[config.mk]
export PLATFORM = sky130hd
export DESIGN_NAME = cache_ctrl
export DESIGN_NICKNAME = d
export VERILOG_FILES = /design/src/rtl/cache_ctrl.sv
export SDC_FILE = /design/constraint.sdc
export NUM_CORES = 1
export LEC_CHECK = 0
export CORE_ASPECT_RATIO = 0.75
export CORE_MARGIN = 4
export CORE_UTILIZATION = 40
export CTS_CLUSTER_DIAMETER = 40
export DETAILED_ROUTE_END_ITERATION = 7
export MAX_ROUTING_LAYER = met4
export PLACE_DENSITY = 0.69
export SLEW_MARGIN = 5
export SYNTH_ARGS = -nofsm -noshare
export SYNTH_HDL_FRONTEND = slang
export SYNTH_SLANG_ARGS = --single-unit
[constraint.sdc]
create_clock -name clk -period 5.3 [get_ports clk]
set_clock_uncertainty 0.15 [all_clocks]
set_input_delay 0.53 -clock clk [delete_from_list [all_inputs] [get_ports clk]]
set_output_delay 0.53 -clock clk [all_outputs]
set_load 0.05 [all_outputs]
[src/rtl/cache_ctrl.sv]
// cache_ctrl: direct-mapped, read-only cache tag controller with a single outstanding fill.
//
// Ports:
//   clk, rst_n            - single rising-edge clock, asynchronous active-low reset
//   addr, addr_valid      - CPU lookup request; accepted when addr_valid && addr_ready
//   addr_ready            - high only in IDLE while flush is low
//   flush                 - invalidate every line (honoured only in IDLE)
//   resp_valid, resp_hit  - one-cycle lookup result, resp_hit qualified by resp_valid
//   mem_req, mem_addr     - line fill request and its block-aligned address
//   mem_ack               - fill complete (ignored outside FILL)
//   hit_count, miss_count - saturating statistics counters
//
// Build option: define CACHE_STATS_EN to implement the counters; without it both
// counters are tied to zero.
module cache_ctrl #(
  parameter int ADDR_W      = 11,
  parameter int INDEX_BITS  = 4,
  parameter int OFFSET_BITS = 2
) (
  input  logic              clk,
  input  logic              rst_n,
  input  logic [ADDR_W-1:0] addr,
  input  logic              addr_valid,
  output logic              addr_ready,
  input  logic              flush,
  output logic              resp_valid,
  output logic              resp_hit,
  output logic              mem_req,
  output logic [ADDR_W-1:0] mem_addr,
  input  logic              mem_ack,
  output logic [31:0]       hit_count,
  output logic [31:0]       miss_count
);

  localparam int TAG_W = ADDR_W - INDEX_BITS - OFFSET_BITS;
  localparam int LINES = 1 << INDEX_BITS;

  typedef enum logic {StIdle, StFill} state_e;

  state_e                  state_q, state_d;
  logic [LINES-1:0]        valid_q, valid_d;
  logic [TAG_W-1:0]        tag_q [LINES];
  logic [INDEX_BITS-1:0]   req_idx_q, req_idx_d;
  logic [TAG_W-1:0]        req_tag_q, req_tag_d;
  logic [ADDR_W-1:0]       mem_addr_q, mem_addr_d;
  logic                    resp_valid_q, resp_valid_d;
  logic                    resp_hit_q, resp_hit_d;
  logic                    fill_done;

  logic [INDEX_BITS-1:0]   idx;
  logic [TAG_W-1:0]        tag;
  logic                    lookup_hit;
  logic                    unused_offset;

  assign idx           = addr[OFFSET_BITS +: INDEX_BITS];
  assign tag           = addr[ADDR_W-1 -: TAG_W];
  assign unused_offset = ^addr[OFFSET_BITS-1:0];
  assign lookup_hit    = valid_q[idx] && (tag_q[idx] == tag);

  assign addr_ready = (state_q == StIdle) && !flush;
  // Derived from state so an asynchronous reset drops it immediately.
  assign mem_req    = (state_q == StFill);
  assign mem_addr   = mem_addr_q;
  assign resp_valid = resp_valid_q;
  assign resp_hit   = resp_hit_q;

  always_comb begin
    state_d      = state_q;
    valid_d      = valid_q;
    req_idx_d    = req_idx_q;
    req_tag_d    = req_tag_q;
    mem_addr_d   = mem_addr_q;
    resp_valid_d = 1'b0;
    resp_hit_d   = 1'b0;
    fill_done    = 1'b0;
    unique case (state_q)
      StIdle: begin
        if (flush) begin
          valid_d = '0;
        end else if (addr_valid) begin
          if (lookup_hit) begin
            resp_valid_d = 1'b1;
            resp_hit_d   = 1'b1;
          end else begin
            req_idx_d  = idx;
            req_tag_d  = tag;
            mem_addr_d = {tag, idx, {OFFSET_BITS{1'b0}}};
            state_d    = StFill;
          end
        end
      end
      StFill: begin
        if (mem_ack) begin
          fill_done          = 1'b1;
          valid_d[req_idx_q] = 1'b1;
          resp_valid_d       = 1'b1;
          state_d            = StIdle;
        end
      end
      default: state_d = StIdle;
    endcase
  end

  always_ff @(posedge clk or negedge rst_n) begin
    if (!rst_n) begin
      state_q      <= StIdle;
      valid_q      <= '0;
      req_idx_q    <= '0;
      req_tag_q    <= '0;
      mem_addr_q   <= '0;
      resp_valid_q <= 1'b0;
      resp_hit_q   <= 1'b0;
    end else begin
      state_q      <= state_d;
      valid_q      <= valid_d;
      req_idx_q    <= req_idx_d;
      req_tag_q    <= req_tag_d;
      mem_addr_q   <= mem_addr_d;
      resp_valid_q <= resp_valid_d;
      resp_hit_q   <= resp_hit_d;
    end
  end

  // Tag contents need no reset: every read is qualified by the valid bit.
  always_ff @(posedge clk) begin
    if (fill_done) begin
      tag_q[req_idx_q] <= req_tag_q;
    end
  end

`ifdef CACHE_STATS_EN
  logic [31:0] hit_count_q, miss_count_q;

  // Counters move on the same edge that raises resp_valid, so they already
  // include the response being presented.
  always_ff @(posedge clk or negedge rst_n) begin
    if (!rst_n) begin
      hit_count_q  <= '0;
      miss_count_q <= '0;
    end else if (resp_valid_d) begin
      if (resp_hit_d) begin
        if (hit_count_q != 32'hFFFF_FFFF) hit_count_q <= hit_count_q + 32'd1;
      end else begin
        if (miss_count_q != 32'hFFFF_FFFF) miss_count_q <= miss_count_q + 32'd1;
      end
    end
  end

  assign hit_count  = hit_count_q;
  assign miss_count = miss_count_q;
`else
  assign hit_count  = 32'd0;
  assign miss_count = 32'd0;
`endif

endmodule

# Word level (Yosys, flattened, before mapping)
# Memories as Yosys holds them, arrays and structs flattened.
# Index checks and enable logic that the tools add are counted.
[classes]
add_sub_neg = 0
n_mul = 0
div = 0
magnitude_cmp = 3
n_eq_ne = 3
shifts = 0
muxes = 21
n_bitwise = 4
n_reduce_logical = 6
[ops]
columns = ["op", "count"]
rows = [
  ["16-bit 2-to-1 mux", 2],
  ["16-bit case mux with 2 select lines", 1],
  ["16-bit bitwise OR", 1],
  ["1-bit 2-to-1 mux", 14],
  ["4-bit by 5-bit less-than comparator with 1-bit output (second input constant)", 2],
  ["5-bit equality test", 1],
  ["1-bit binary-select mux with 4-bit select", 1],
  ["1-bit demux with 4-bit select", 1],
  ["4-bit by 1-bit >= comparator with 1-bit output (second input constant)", 1],
  ["2-bit != test (second input constant)", 2],
  ["1-bit case mux with 2 select lines", 2],
  ["4-bit AND reduction", 1],
  ["1-bit logical AND", 3],
  ["1-bit NOT", 3],
  ["2-bit AND reduction", 1],
  ["1-bit zero test", 1],
]
[word_totals]
reg_bits = 37
latch_bits = 0
mem_bits_rw = 80
mem_bits_ro = 0
inputBits = 16
output_inout_bits = 79
mem_count = 1
[mem_list]
columns = ["name", "words", "word_bits", "rd", "rd_ports_with_merged_regs", "write_ports", "line_no", "text"]
rows = [
  ["tag_q", 16, 5, 1, 0, 1, "42", "logic [TAG_W-1:0] tag_q [LINES];"],
]

# Longest topological paths before layout
# Gate-level depths: netlist of the first run.
[depth]
depth_word = 7
depth_mapped = 11
ltp_nobuf = 7

# Least setup slack after synthesis of the first run
# No wires, ideal clock.
[synth_path]
kind = "in2reg"
from = "in addr[3]"
to = "reg req_tag_q[0]"
t_arrival_ns = 2.533
required_time_ns = 5.025
slack_ns = 2.492
stages = 8
path_cell_list = "buf_6 > mux4_1 > mux2i_1 > mux2i_1 > a221o_1 > and4_4 > a31oi_4 > mux2_2"
[synth_via]
elab_chain_cells = 5
elab_cells_between_ends = 7
classes_between = "eq/ne: 1; mux: 2; bitwise: 1; reduce/logical: 2; memory: 1"
[synth_rtl]
columns = ["item", "line_no", "text"]
rows = [
  ["start, declared", "22", "input logic [ADDR_W-1:0] addr,"],
  ["memory read 16 x 5 bit or 1-bit binary-select mux with 4-bit select (tied branches)", "n/a", ""],
  ["5-bit equality test or 1-bit 2-to-1 mux (tied branches)", "58", "assign lookup_hit = valid_q[idx] && (tag_q[idx] == tag);"],
  ["1-bit logical AND (*)", "58", ""],
  ["1-bit NOT (no source line) (*)", "n/a", ""],
  ["4-bit AND reduction (no source line) (*)", "n/a", ""],
  ["end signal, assigned", "117", "req_tag_q <= req_tag_d;"],
  ["end, declared", "44", "logic [TAG_W-1:0] req_tag_q, req_tag_d;"],
]
# Every way passes the cells marked *; elsewhere a longest branch is shown, timed or not. The select of a mux whose other input is x is not followed.
# A chain may end at the register's enable or synchronous reset.

# Worst setup path after layout of the first run
[layout_path]
from = "in addr[5]"
to = "reg req_idx_q[0]"
[layout_via]
elab_chain_cells = 5
elab_cells_between_ends = 7
classes_between = "eq/ne: 1; mux: 2; bitwise: 1; reduce/logical: 2; memory: 1"
[layout_rtl]
columns = ["item", "line_no", "text"]
rows = [
  ["memory read 16 x 5 bit or 1-bit binary-select mux with 4-bit select (tied branches)", "n/a", ""],
  ["5-bit equality test or 1-bit 2-to-1 mux (tied branches)", "58", ""],
  ["1-bit logical AND (*)", "58", ""],
  ["1-bit NOT (no source line) (*)", "n/a", ""],
  ["4-bit AND reduction (no source line) (*)", "n/a", ""],
  ["end signal, assigned", "116", "req_idx_q <= req_idx_d;"],
  ["end, declared", "43", "logic [INDEX_BITS-1:0] req_idx_q, req_idx_d;"],
]
# Marks and branches as above.

==> results.txt, run 1 <==
Net count, final: 407
slowest stage delay, CP: 830 ps
Die Area: 14500 um^2
minimum clock period: 3480 ps
GRT Residual Overflow: 0
clock share of power: 33.3%
sequential area share after synthesis: 61.4%
Die Y-Extent: 105 um
CORE AREA: 12300 um^2
area grow syn2layout: 8.76%
initial drt markers: 187
flop2flop setup slack: 2460 ps
Worst setup SP type: input pin
Setup CP Type: input pin to flip-flop
IO Count: 95
maxcap violations: 0
Crit Path Max Fanout: 12
setup bufs post-CTS: 0
Post-DRT Antenna Nets: 0
clk sinks: 108
Leak Pwr: 2.12 nW
Max Fclk: 287 MHz
cells after synthesis: 368
CP arrival: 3560 ps
flops & latches, synth: 108
CTS tree: built
Clock Path Buffers: 2
Req. time, crit path: 5380 ps
initial antenna violation count: 0
R2R Path Start: tag_q[0][3]
family with the most delay on the worst path: compound AO/OA/AOI/OAI gates
CTS Hold Bufs: 0
routed vias: 2736
Logic pwr share: 16.2%
Initial Utilization: 41.1%
die width: 138 um
post-synth cell types: 38
YS warnings: 0
worst-path cell chain: clkdlybuf4s50_1, nor2b_1, a2111oi_0, nor4_1, or3_1, a22oi_1, a31oi_4, mux2_2
drt total wl: 9970 um
Post-Syn Area: 5050 um^2
HP Class: flip-flop to flip-flop
Pre-antenna DRT Iters: 4
PostCTS Resize Cnt: 0
vias in the first global route: 2671
WHS Path Cells: 2
mean post-synth cell area: 13.7 um^2
ranking of synthesized cells by area: edfxtp_1, dfrtp_1, buf_4, mux2i_1, nor2_1
Slew Limit Headroom: 17.7%
share of post-route cells with drive strength above 1: 8.84%
Sw Pwr: 0.000596 W
Worst-Margin Slew: 1230 ps
Final TNS setup: 0 ps
Total GRT Usage: 14.3%
share of the synthesized area in the top cell type: 47.5%
Via-to-Cell Ratio: 4.87
cts bufs inserted: 9
RSZ-0062 raised after global routing: false
detailed placement HPWL: 7110 um
FP Rows: 35
WL per Instance: 17.7 um
Critical Path Source: addr[5]
Skew-Pair Late Insertion Delay: 350 ps
FF-to-FF path depth: 7
outcome: completed
H-tree depth: 3
most area-hungry cell type in the Yosys netlist: edfxtp_1
R2R Path End: req_idx_q[0]
P_int: 0.00148 W
dpl cell area: 5190 um^2
number of hold-slack violations in the final timing report: 0
n_diodes: 0
number of port buffers: 26
pin count of the biggest net entering global routing: 29
Hold Startpoint: valid_q[2]
Slew Limit Fails: 0
Seq pwr share: 50.5%
Slowest-stage cell, CP: clkdlybuf4s50_1
clock root cell: clkbuf_16
crit end category: flip-flop
Critical path buffers and inverters: 1
global-route wire length before repair: 14900 um
Clock Pin Slew Worst Setup and Hold Paths: 60 ps
PwrDens: 378 nW/um^2
GP Congestion: 0.826
Finished Cell Area: 5500 um^2
fin crit share: 65.7%
Worst Hold End: valid_q[2]
DRC: 0
VDD IR max: 0.000214 V
final setup violation count: 0
sw frac: 28.7%
[logic make-up after synthesis]
group / after synthesis / share of synthesized area (%)
multiplexers: 52 / 13.4
flip-flops: 108 / 61.4
buffers and inverters: 86 / 12.1
AO/OA/AOI/OAI: 34 / 4.85
AND/OR/NAND/NOR: 87 / 8.17
other: 1 / 0.0742
[worst max-delay path by stage]
stage / slack [ps] / cells after the start / end
2_1_floorplan: 2490 / 8 / req_tag_q[0]
3_3_place_gp: 1560 / 9 / req_idx_q[0]
3_5_place_dp: 1490 / 8 / req_idx_q[1]
4_1_cts: 1830 / 8 / req_idx_q[1]
5_1_grt: 1640 / 8 / mem_addr[5]
6_report: 1820 / 8 / req_idx_q[0]
[synthesized netlist by cell type]
library cell	instances
mux2_2	12
mux4_1	5
nand3_1	4
buf_2	5
nand3b_1	3
or3_1	3
a2111oi_0	1
mux4_2	5
buf_4	67
nor3_1	6
nor4_1	1
a21oi_1	7
nand2b_1	5
inv_1	4
clkbuf_1	6
o21ai_0	3
a22oi_1	11
a31oi_4	1
dfrtp_1	28
nand2_1	8
a221o_1	1
o22ai_1	1
and3_1	1
a31oi_1	4
and2_0	1
buf_6	4
o31a_1	1
a21o_1	1
a22o_1	2
edfxtp_1	80
nor3b_1	2
and4_4	1
conb_1	1
nor2_1	44
mux2i_1	30
nor2b_1	6
and2_1	2
o211ai_1	1
[tightest hold or removal path, stage by stage (launching register included)]
cell and delay (ps):
dfrtp_1 330, nor2_1 50, nor2_1 70
[per-stage QoR]
step / setup slack [ps] / utilization (%) / total power [W] / hold slack (ps) / std cells
final: 1820 / 44.7 / 0.00208 / 341 / 562
after global routing: 1640 / 44.7 / 0.00216 / 375 / 562
after CTS: 1830 / 44.7 / 0.00209 / 346 / 562
after detailed placement: 1490 / 42.2 / 0.00140 / 332 / 546
after global placement: 1560 / 42.2 / 0.00140 / 320 / 546
after floorplan: 2490 / - / 0.00134 / 84.4 / 433
[layout by cell type, fill, tap and decap left out, types with 4 or more instances in the layout]
| cell | netlist | final |
|---|---|---|
| nand3_1 | 4 | 4 |
| a31oi_1 | 4 | 4 |
| nor2b_1 | 6 | 6 |
| a22oi_1 | 11 | 11 |
| nor2_1 | 44 | 44 |
| a21oi_1 | 7 | 7 |
| mux2_2 | 12 | 12 |
| mux4_2 | 5 | 5 |
| mux4_1 | 5 | 5 |
| nand2_1 | 8 | 8 |
| mux2i_1 | 30 | 30 |
| dfrtp_1 | 28 | 28 |
| inv_1 | 4 | 4 |
| clkdlybuf4s50_1 | 0 | 25 |
| edfxtp_1 | 80 | 80 |
| nor3_1 | 6 | 6 |
| clkbuf_16 | 0 | 9 |
| conb_1 | 1 | 66 |
| nand2b_1 | 5 | 5 |
[power groups by stage]
stage	registers [W]	clock network [W]	logic, W
finish	0.00105	0.000692	0.000337
floorplan	0.00109	0	0.000256
detailed placement	0.00107	0	0.000336
global placement	0.00106	0	0.000333
CTS	0.00105	0.000705	0.000338
global route	0.00106	0.000741	0.000358
[flip-flops by register name, indices dropped and copies added (netlist names)]
name / cells
resp_hit: 1
mem_addr: 1
mem_req: 1
tag_q: 80
req_idx_q: 3
resp_valid: 1
valid_q: 16
req_tag_q: 5
[per-layer routing]
metal	global-route usage, %	part of all wire (%)
met2	19.6	45
met4	3.46	0.14
met3	4.25	6.8
met5	-	0
met1	21.0	48
[final cells by class]
cell class,instances,area (um^2)
clock inverters,4,72.6
clock buffers,12,236
fillers,1097,6810
multi-input cells,239,1590
inverters,4,15.0
flip-flops and latches,108,3100
well taps,166,208
repair buffers,29,278
Power figures use the tool's default switching activity.
==> inputs of run 2 (changes only) <==
==> constraint.sdc (replaced) <==
create_clock -name clk -period 3.4 [get_ports clk]
set_clock_uncertainty 0.15 [all_clocks]
set_input_delay 0.34 -clock clk [delete_from_list [all_inputs] [get_ports clk]]
set_output_delay 0.34 -clock clk [all_outputs]
set_load 0.05 [all_outputs]
==> run 2 against run 1 <==
Against the previous run:
- clock power up 49%
- critical path type unchanged
- largest cell class unchanged
- utilization grew 0.83 points
- clock-buffer cell count down 1
- non-clock buffer count is 14 higher
- sequential power grew 56%
- largest power group unchanged
- critical endpoint is now req_tag_q[1]
==> results.txt, run 2 (synthesized netlist as in run 1, its figures left out) <==
vias in the first global route: 2660 (-0.41%)
initial drt markers: 209 (+12%)
routed vias: 2801 (+2.4%)
Clock Pin Slew Worst Setup and Hold Paths: 70 ps (about the same)
CORE AREA: 12300 um^2 (unchanged)
detailed placement HPWL: 7290 um (+2.4%)
HP Class: input pin to asynchronous set/reset pin
clock share of power: 32.1% (-1.2 points)
final setup violation count: 0 (unchanged)
number of hold-slack violations in the final timing report: 0 (unchanged)
IO Count: 95 (unchanged)
Worst setup SP type: input pin
max FFs per register: 80 (unchanged)
Worst-Margin Slew: 1050 ps (-174 ps)
Largest Register: tag_q
Pre-antenna DRT Iters: 4 (unchanged)
Final TNS setup: 0 ps (unchanged)
Leak Pwr: 2.19 nW (+3.4%)
area grow syn2layout: 10.8%
PostCTS Resize Cnt: 0 (unchanged)
CTS tree: built
Max Fclk: 317 MHz
Seq pwr share: 51.1% (+0.6 points)
Layout fillers: 1096 (-0.091%)
maxcap violations: 0 (unchanged)
clk sinks: 108 (unchanged)
RSZ-0062 raised after global routing: false
drt total wl: 10200 um (+2.7%)
P_int: 0.00226 W (+52%)
biggest regs: tag_q (80), valid_q (16), req_tag_q (5)
CP arrival: 3230 ps (-330 ps)
fin worst setup slack: 248 ps (-1570 ps)
Post-DRT Antenna Nets: 0 (unchanged)
FP Rows: 35 (unchanged)
pin count of the biggest net entering global routing: 29 (unchanged)
cts bufs inserted: 9 (unchanged)
Logic pwr share: 16.8% (+0.6 points)
GP Congestion: 0.868 (+5.1%)
H-tree depth: 3 (unchanged)
clock root cell: clkbuf_16
Die Y-Extent: 105 um (unchanged)
DRC: 0 (unchanged)
outcome: completed
die width: 138 um (unchanged)
Sw Pwr: 0.000943 W (+58%)
number of port buffers: 26 (unchanged)
minimum clock period: 3150 ps
n_diodes: 0 (unchanged)
WL per Instance: 17.8 um (+0.20%)
Setup CP Type: input pin to flip-flop
most frequent cells in the layout: edfxtp_1, conb_1, nor2_1
CTS Hold Bufs: 0 (unchanged)
Skew-Pair Late Insertion Delay: 340 ps (about the same)
sw frac: 29.4% (+0.76 points)
share of post-route cells with drive strength above 1: 12.4% (+3.6 points)
Clock Path Buffers: 2 (unchanged)
GRT Residual Overflow: 0 (unchanged)
Req. time, crit path: 3480 ps (-1900 ps)
final core utilization: 45.5% (+0.83 points)
Die Area: 14500 um^2 (unchanged)
dpl ws: -79.0 ps (-1570 ps)
PwrDens: 572 nW/um^2 (+51%)
initial antenna violation count: 0 (unchanged)
Total GRT Usage: 14.6% (+0.25 points)
FF-to-FF path depth: 7 (unchanged)
setup bufs post-CTS: 0 (unchanged)
global-route wire length before repair: 15100 um (+1.2%)
Via-to-Cell Ratio: 4.86 (-0.11%)
Initial Utilization: 41.1% (unchanged)
VDD IR max: 0.000277 V (+29%)
crit end category: flip-flop
Net count, final: 421 (+3.4%)
Crit Path Max Fanout: 10 (-2)
Slew Limit Headroom: 29.8% (+12 points)
Hold WS: 229 ps (-113 ps)
Design Power: 0.00320 W (+54%)
Slew Limit Fails: 0 (unchanged)
commonest non-fill, non-tap cell in the layout: edfxtp_1
fin crit share: 92.7%
-- run 2: changes by cell type in the layout (fill, tap and decap cells not counted) --
cell        delta
inv_6          -1
clkbuf_8       +1
clkbuf_1       -2
buf_4         +13
clkinv_2       +2
bufinv_16      -1
buf_12         +1
clkinvlp_4     +1
-- run 2: worst paths after layout --
check / start / endpoint / slack, ps
max: addr[2] / req_tag_q[1] / 250
max in group asynchronous: rst_n / valid_q[8] / 2600
min reg2reg: valid_q[13] / valid_q[13] / 340
min in group clk: addr[3] / req_idx_q[1] / 340
max reg2reg: tag_q[0][3] / req_tag_q[1] / 580
min: rst_n / valid_q[10] / 230
-- run 2: critical path: stages --
cell and delay [ps]:
clkdlybuf4s50_1 640, buf_4 260, a2111oi_0 510, nor4_1 110
or3_1 380, a22oi_1 390, a31oi_4 260, mux2_2 340
-- run 2: stage by stage --
| stage | instance area [um^2] | cells |
|---|---|---|
| 5_1_grt | 5600 | 576 |
| 2_1_floorplan | 5300 | 433 |
| 4_1_cts | 5600 | 576 |
| 3_3_place_gp | 5310 | 560 |
| 6_report | 5600 | 576 |
| 3_5_place_dp | 5310 | 560 |
-- run 2: final cells by class --
| type | instances | area [um^2] | area share (%) |
|---|---|---|---|
| sequential | 108 | 3100 | 55.4 |
| multi-input combinational | 239 | 1590 | 28.3 |
| timing repair buffer | 43 | 395 | 7.06 |
| clock buffer | 11 | 243 | 4.33 |
| tap | 166 | 208 | 3.71 |
| clock inverter | 5 | 51.3 | 0.916 |
| inverter | 4 | 15.0 | 0.268 |
-- run 2: metal layers --
| layer | global-route usage (%) | vias up | part of all wire (%) |
|---|---|---|---|
| met4 | 4.72 | 0 | 0.54 |
| met3 | 3.77 | 6 | 11 |
| met2 | 19.1 | 138 | 43 |
| met1 | 22.0 | 1374 | 45 |
| li1 | - | 1283 | - |
| met5 | - | - | 0 |
-- run 2: power groups by stage --
stage / logic [W] / clock network (W) / registers (W)
final: 0.000537 / 0.00103 / 0.00164
after global routing: 0.000568 / 0.00110 / 0.00165
after CTS: 0.000537 / 0.00104 / 0.00164
after detailed placement: 0.000535 / 0 / 0.00167
after global placement: 0.000530 / 0 / 0.00165
after floorplan: 0.000399 / 0 / 0.00170
==> inputs of run 3 (changes only) <==
==> constraint.sdc (replaced) <==
create_clock -name clk -period 3.7 [get_ports clk]
set_clock_uncertainty 0.15 [all_clocks]
set_input_delay 0.37 -clock clk [delete_from_list [all_inputs] [get_ports clk]]
set_output_delay 0.37 -clock clk [all_outputs]
set_load 0.05 [all_outputs]
==> run 3 against run 2 <==
Against the previous run:
- total power down 6.4%
- non-clock buffer count is 4 lower
- die area did not move
- sequential share of layout area grew 0.19 points
- wire length down 2.2%
- register-to-register slack improved by 330 ps
- combinational power fell by 8.9%
- via count is 2.3% lower
- critical endpoint is now req_idx_q[0]
==> results.txt, run 3 (synthesized netlist as in run 1, its figures left out) <==
outcome: completed
routed vias: 2737 (-2.3%)
cts bufs inserted: 9 (unchanged)
FF-to-FF path depth: 7 (unchanged)
Design Power: 0.00300 W (-6.4%)
drt total wl: 10000 um (-2.2%)
GRT Residual Overflow: 0 (unchanged)
maxcap violations: 0 (unchanged)
CP Depth: 8 (unchanged)
CTS Hold Bufs: 0 (unchanged)
detailed placement HPWL: 7140 um (-2.0%)
GP Congestion: 0.848 (-2.3%)
Req. time, crit path: 3780 ps (+300 ps)
share of post-route cells with drive strength above 1: 11.3% (-1.1 points)
Slowest-stage cell, CP: clkdlybuf4s50_1
clock root cell: clkbuf_16
number of port buffers: 26 (unchanged)
family with the most delay on the worst path: multiplexers
minimum clock period: 3180 ps
die width: 138 um (unchanged)
Placed Instances: 556 (-0.71%)
HP Class: input pin to asynchronous set/reset pin
Total GRT Usage: 14.5% (-0.088 points)
fin crit share: 85.9%
Post-DRT Antenna Nets: 0 (unchanged)
crit end category: flip-flop
Setup CP Type: input pin to flip-flop
slowest stage delay, CP: 680 ps (+40 ps)
global-route wire length before repair: 14900 um (-1.1%)
final setup violation count: 0 (unchanged)
R2R Path Start: tag_q[0][3]
pin count of the biggest net entering global routing: 29 (unchanged)
Leak Pwr: 2.18 nW (-0.80%)
PostCTS Resize Cnt: 0 (unchanged)
Final TNS setup: 0 ps (unchanged)
number of hold-slack violations in the final timing report: 0 (unchanged)
vias in the first global route: 2569 (-3.4%)
VDD IR max: 0.000273 V (-1.7%)
fin cells: 572 (-0.69%)
area grow syn2layout: 10.4%
n_diodes: 0 (unchanged)
Skew-Pair Late Insertion Delay: 340 ps (about the same)
Largest Register: tag_q
CP arrival: 3260 ps (+30 ps)
most frequent cells in the layout: edfxtp_1, conb_1, nor2_1
Clock Path Buffers: 2 (unchanged)
max FFs per register: 80 (unchanged)
Critical Path Source: addr[4]
FP Rows: 35 (unchanged)
Max Fclk: 315 MHz
Clock Pin Slew Worst Setup and Hold Paths: 60 ps (about the same)
Slew Limit Fails: 0 (unchanged)
Crit Path Max Fanout: 10 (unchanged)
Critical path buffers and inverters: 1 (-1)
Slew Limit Headroom: 32.5% (+2.7 points)
Worst-Margin Slew: 1010 ps (-46.2 ps)
commonest non-fill, non-tap cell in the layout: edfxtp_1
flop2flop setup slack: 910 ps (+330 ps)
IO Count: 95 (unchanged)
Initial Utilization: 41.1% (unchanged)
biggest regs: tag_q (80), valid_q (16), req_tag_q (5)
Net count, final: 417 (-0.95%)
CTS tree: built
H-tree depth: 3 (unchanged)
R2R Path End: req_idx_q[0]
CORE AREA: 12300 um^2 (unchanged)
Worst setup SP type: input pin
setup bufs post-CTS: 0 (unchanged)
Die Area: 14500 um^2 (unchanged)
DRC: 0 (unchanged)
RSZ-0062 raised after global routing: false
crit path to: req_idx_q[0]
Die Y-Extent: 105 um (unchanged)
worst-path cell chain: clkdlybuf4s50_1, mux4_1, mux2i_1, nor2_1, a221o_1, and4_4, a31oi_4, mux2_2
PwrDens: 537 nW/um^2 (-6.1%)
WL per Instance: 17.5 um (-1.6%)
initial drt markers: 149 (-29%)
Via-to-Cell Ratio: 4.78 (-1.6%)
clk sinks: 108 (unchanged)
Pre-antenna DRT Iters: 4 (unchanged)
initial antenna violation count: 0 (unchanged)
[run 3: changes by cell type in the layout (fill, tap and decap cells not counted)]
cell and change:
buf_12 -1, clkinv_2 -2, clkinv_1 +1, buf_4 -3, bufinv_16 +1
[run 3: layer usage]
metal | up-vias | share of wire, % | GRT usage [%]
li1 | 1281 | - | -
met1 | 1332 | 46 | 21.3
met2 | 116 | 43 | 18.8
met3 | 8 | 10 | 5.20
met4 | 0 | 0.88 | 4.02
met5 | - | 0 | -
[run 3: worst register-to-register path, delay by kind of cell (launching register included)]
kind,cells,cell delay [ps]
flops,1,360
mux,1,340
compound gates,3,1210
simple gates,3,620
[run 3: power breakdown]
group,switching (W),leakage [nW],total [W],internal [W]
Clock,0.000399,0.151,0.00101,0.000607
Sequential,0.000101,1.09,0.00150,0.00140
Combinational,0.000356,0.936,0.000489,0.000133
[run 3: final cells by class]
cell class | count | area [um^2]
repair buffers | 39 | 353
clock buffers | 11 | 243
clock inverters | 5 | 75.1
well taps | 166 | 208
inverters | 4 | 15.0
flip-flops and latches | 108 | 3100
fillers | 1102 | 6720
multi-input cells | 239 | 1590
[run 3: how the worst min path moves through the flow]
| stage | from | to | slack, ps | depth (start not counted) |
|---|---|---|---|---|
| 6_report | rst_n | valid_q[11] | 250 | 2 |
| 5_1_grt | rst_n | valid_q[12] | 280 | 2 |
| 4_1_cts | rst_n | valid_q[13] | 250 | 2 |
| 3_5_place_dp | valid_q[5] | valid_q[5] | 330 | 2 |
| 3_3_place_gp | valid_q[10] | valid_q[10] | 320 | 2 |
| 2_1_floorplan | rst_n | mem_addr[5] | -80 | 0 |
[run 3: metrics by stage]
stage	utilization (%)	setup WS [ps]	cell area [um^2]	hold slack, ps
after global routing	45.4	409	5580	278
after global placement	42.8	202	5260	321
after floorplan	-	1050	5300	-75.6
after CTS	45.4	520	5580	252
final	45.4	521	5580	254
after detailed placement	42.8	148	5260	333
